## config.mk

```make
export PLATFORM = sky130hd
export DESIGN_NAME = rx_ctrl_fsm
export DESIGN_NICKNAME = d
export VERILOG_FILES = /design/src/rtl/rx_ctrl_fsm.sv
export SDC_FILE = /design/constraint.sdc
export NUM_CORES = 1
export LEC_CHECK = 0
export CAP_MARGIN = 10
export CORE_MARGIN = 1.5
export CORE_UTILIZATION = 25
export CTS_CLUSTER_SIZE = 10
export DETAILED_ROUTE_END_ITERATION = 12
export PLACE_DENSITY = 0.46
export SYNTH_ARGS = -nofsm -noshare
export SYNTH_HDL_FRONTEND = slang
export SYNTH_SLANG_ARGS = --single-unit
```

## constraint.sdc

```tcl
create_clock -name clk -period 4.5 [get_ports clk]
set_input_delay 0.9 -clock clk [delete_from_list [all_inputs] [get_ports clk]]
set_output_delay 0.9 -clock clk [all_outputs]
set_load 0.05 [all_outputs]
```

## src/rtl/rx_ctrl_fsm.sv

```systemverilog
// USB receive control: sequences the bit/byte counters, validates SYNC, strobes
// each data byte into the RX FIFO and flags SYNC, framing and overflow errors.
module rx_ctrl_fsm #(
    parameter logic [7:0] SYNC_BYTE = 8'h80,
    parameter int         MAX_BYTES = 64
) (
    input  logic       clk,
    input  logic       n_rst,
    input  logic       d_edge,
    input  logic       eop,
    input  logic       shift_enable,
    input  logic [7:0] rcv_data,
    input  logic       bit_rcvd,
    input  logic       byte_rcvd,
    output logic       cnt_up,
    output logic       cnt_clear,
    output logic       cnt_pause,
    output logic       rcving,
    output logic       w_enable,
    output logic       r_error,
    output logic       blk_rdy,
    output logic [7:0] byte_cnt
);

    typedef enum logic [2:0] {
        IDLE,
        SYNC_RX,
        CHK_SYNC,
        DATA_RX,
        STORE,
        EOP_WAIT,
        ERR_WAIT
    } state_t;

    localparam logic [7:0] MAX_CNT = 8'(MAX_BYTES);

    state_t     state, next_state;
    logic       bit_rcvd_q, byte_rcvd_q;
    logic       mid_byte;
    logic       byte_evt, blk_evt, eop_bit;
    logic [7:0] byte_cnt_inc;

    assign byte_evt     = bit_rcvd & ~bit_rcvd_q;
    assign blk_evt      = byte_rcvd & ~byte_rcvd_q;
    assign eop_bit      = eop & shift_enable;
    assign byte_cnt_inc = byte_cnt + 8'd1;

    assign cnt_up    = shift_enable & ~eop & ((state == SYNC_RX) || (state == DATA_RX));
    assign cnt_clear = (state == IDLE);
    assign cnt_pause = (state == SYNC_RX);
    assign w_enable  = (state == STORE);
    assign rcving    = (state == SYNC_RX) || (state == CHK_SYNC) || (state == DATA_RX) ||
                       (state == STORE)   || (state == EOP_WAIT);

    // NOTE: sequential state uses non-blocking (<=) so every flop samples pre-edge values.
    always_ff @(posedge clk or negedge n_rst) begin
        if (!n_rst) begin
            state       <= IDLE;
            bit_rcvd_q  <= 1'b0;
            byte_rcvd_q <= 1'b0;
            mid_byte    <= 1'b0;
            r_error     <= 1'b0;
            blk_rdy     <= 1'b0;
            byte_cnt    <= 8'd0;
        end else begin
            state       <= next_state;
            bit_rcvd_q  <= bit_rcvd;
            byte_rcvd_q <= byte_rcvd;
            blk_rdy     <= blk_evt & ((state == DATA_RX) || (state == STORE));

            // A bit sampled in the same cycle as a byte event belongs to the next byte.
            if (state == IDLE)
                mid_byte <= 1'b0;
            else if (cnt_up)
                mid_byte <= 1'b1;
            else if (byte_evt)
                mid_byte <= 1'b0;

            if ((state == IDLE) && d_edge)
                r_error <= 1'b0;
            else if (next_state == ERR_WAIT)
                r_error <= 1'b1;

            if ((state == IDLE) && d_edge)
                byte_cnt <= 8'd0;
            else if ((state == STORE) && (byte_cnt != MAX_CNT))
                byte_cnt <= byte_cnt_inc;
        end
    end

    // NOTE: next_state gets a default before the case so no path can infer a latch.
    always_comb begin
        next_state = state;
        unique case (state)
            IDLE:     if (d_edge) next_state = SYNC_RX;
            SYNC_RX: begin
                if (byte_evt)     next_state = CHK_SYNC;
                else if (eop_bit) next_state = ERR_WAIT;
            end
            CHK_SYNC: next_state = (rcv_data == SYNC_BYTE) ? DATA_RX : ERR_WAIT;
            DATA_RX: begin
                if (byte_evt)     next_state = STORE;
                else if (eop_bit) next_state = mid_byte ? ERR_WAIT : EOP_WAIT;
            end
            STORE:    next_state = (byte_cnt_inc == MAX_CNT) ? ERR_WAIT : DATA_RX;
            EOP_WAIT: if (d_edge && !eop) next_state = IDLE;
            ERR_WAIT: if (d_edge && !eop) next_state = IDLE;
            default:  next_state = IDLE;
        endcase
    end

endmodule

```

==> flow_summary.json <==
{
  "clk-insertion-delay-late_ps": 240,
  "end_kind": "primary output",
  "io_pins": 30,
  "ys_seq_area_share_pct": 38.9,
  "rsz0062_at_grt": "false",
  "top_usage_layer": "met2",
  "crit_type": "input pin to primary output",
  "status": "finished clean",
  "worstHoldPathType": "flip-flop to flip-flop",
  "gp_routability_congestion": 0.798,
  "worstPathRequired_ps": 3600,
  "globalRouteMet2Util_pct": 21.5,
  "grtUsageMet3_pct": 2.00,
  "synth-main-ff-cell": "dfrtp_1",
  "num_rows": 23,
  "area_delta_synth_final_pct": 36.0,
  "finalPower_uw": 872,
  "most-common-layout-cells": "29 x clkdlybuf4s50_1, 16 x dfrtp_1, 8 x inv_1",
  "first_pass_iters": 4,
  "fin_crit_sh_pct": 75.7,
  "antenna_found_initial": 0,
  "cts_setup_buffers": 0,
  "initial_core_util_pct": 25.9,
  "cts_tree": "built",
  "yosysWarnings": 0,
  "hpwlAfterDp_um": 2000,
  "die_w_um": 67.2,
  "drtIter0Drc": 54,
  "drv_cap": 0,
  "setup_tns_ps": 0,
  "routedWlPerCell_um": 13.4,
  "syn-num-nets": 136,
  "core_um2": 3970,
  "final_common_cell": "clkdlybuf4s50_1",
  "post_cts_resized": 0,
  "synth-async-reset-ratio_pct": 100,
  "fmax_mhz": 293,
  "yosysUniqueCellTypes": 41,
  "layout.nets": 165,
  "dr_total_vias": 931,
  "peakVddDrop_mv": 0.265,
  "die-area_um2": 4510,
  "cts.clk_slew.worst_paths_ps": 60,
  "crit_fanout": 3,
  "fin_crit_ps": 3410,
  "numCtsBuffers": 3,
  "relSlewSlack_pct": 25.7,
  "critPathLaunchType": "input pin",
  "setup_viol": 0,
  "dieHeight_um": 67.2,
  "grt_pass1_wl_um": 4390,
  "first_global_vias": 940,
  "cts-htree-levels": 1,
  "leakagePower_uw": 0.000532,
  "root_buffer": "clkbuf_8",
  "diodes": 0,
  "fin_skew_ps": 1.14,
  "ant_nets": 0,
  "finalHoldViolCount": 0,
  "synth_cells": 119,
  "met1_usage_pct": 16.5,
  "worst_slew_pin_slew_ps": 1100,
  "grt_overflow_total": 0,
  "avgSynthCellArea_um2": 8.65,
  "synth_area_um2": 1030,
  "hold_buffers": 0,
  "drcViolationCount": 0,
  "power.density_nw_per_um2": 623,
  "grt_max_degree": 17,
  "routed_wl_um": 2620,
  "io_buffer_count": 29,
  "cts_buffer_depth": 2,
  "fin_util_pct": 35.3,
  "arrival_ps": 2510,
  "slew_viol_final": 0,
  "grt_util_all_layers_pct": 12.7,
  "drt-vias-per-instance": 4.75,
  "cts.sinks": 16,
  "ys_ff_latch": 16,
  "final_layout_size_suffix_gt1_share_pct": 7.53,
  "synth-edff-count": 0
}
[per-layer routing]
metal / up-vias / wire (um)
met1: 426 / 1190
met5: - / 0
li1: 479 / -
met4: 0 / 16
met2: 24 / 1260
met3: 2 / 158
[cells in the mapped netlist (3+ instances only)]
| cell type | count | area [um2] |
|---|---|---|
| dfrtp_1 | 16 | 400 |
| inv_1 | 8 | 30.0 |
| nand2_1 | 7 | 26.3 |
| nand3_1 | 7 | 35.0 |
| nor2_1 | 7 | 26.3 |
| o21ai_0 | 7 | 35.0 |
| o21ai_1 | 6 | 30.0 |
| a21oi_1 | 5 | 25.0 |
| buf_2 | 4 | 20.0 |
| nor2b_1 | 4 | 25.0 |
| and2_1 | 3 | 18.8 |
| nand2b_1 | 3 | 18.8 |
[path summary, 6_finish.rpt]
kind | from | to | slack, ps | cells after the start
setup / recovery | shift_enable | cnt_up | 1090 | 3
hold / removal | byte_rcvd_q | blk_rdy | 410 | 1
setup reg to reg | byte_cnt[0] | byte_cnt[3] | 2200 | 7
hold reg to reg | byte_rcvd_q | blk_rdy | 410 | 1
max in group asynchronous | n_rst | bit_rcvd_q | 2920 | 1
min in group asynchronous | n_rst | byte_cnt[6] | 1110 | 1
[logic make-up after synthesis]
group                    count (synthesis)  synth area share (%)
flip-flops                              16                  38.9
XOR/XNOR                                 4                  3.40
adder cells (fa/ha/maj)                  2                  2.43
AND/OR/NAND/NOR                         47                  26.6
buffers and inverters                   15                  5.95
AO/OA/AOI/OAI                           35                  22.7
[cell type report]
cell class	instances	area [um2]
flip-flops and latches	16	400
clock buffers	3	41.3
well taps	50	62.6
multi-input cells	88	568
repair buffers	29	290
inverters	10	37.5
fillers	427	2570
[per-stage QoR]
step / area, um2 / setup slack [ps] / hold WS (ps) / std cells
floorplan: 1030 / 1520 / 383 / 119
global placement: 1360 / 1140 / 395 / 193
detailed placement: 1360 / 1090 / 409 / 193
CTS: 1400 / 1070 / 416 / 196
global route: 1400 / 999 / 443 / 196
finish: 1400 / 1090 / 409 / 196
[power breakdown]
part / switching (uW) / internal, uW / total, uW
registers: 84.3 / 190 / 274
logic: 314 / 179 / 493
clock network: 45.0 / 59.2 / 104
total: 444 / 428 / 872
[flip-flops by register name (all words and copies together), names as in the netlist]
name         flops
byte_cnt         8
state            3
bit_rcvd_q       1
blk_rdy          1
byte_rcvd_q      1
mid_byte         1
r_error          1
[worst max-delay path, stage by stage]
cell	delay (ps)
clkdlybuf4s50_1	490
nor3b_1	260
clkdlybuf4s50_1	850
(Power assumes the default switching activity.)
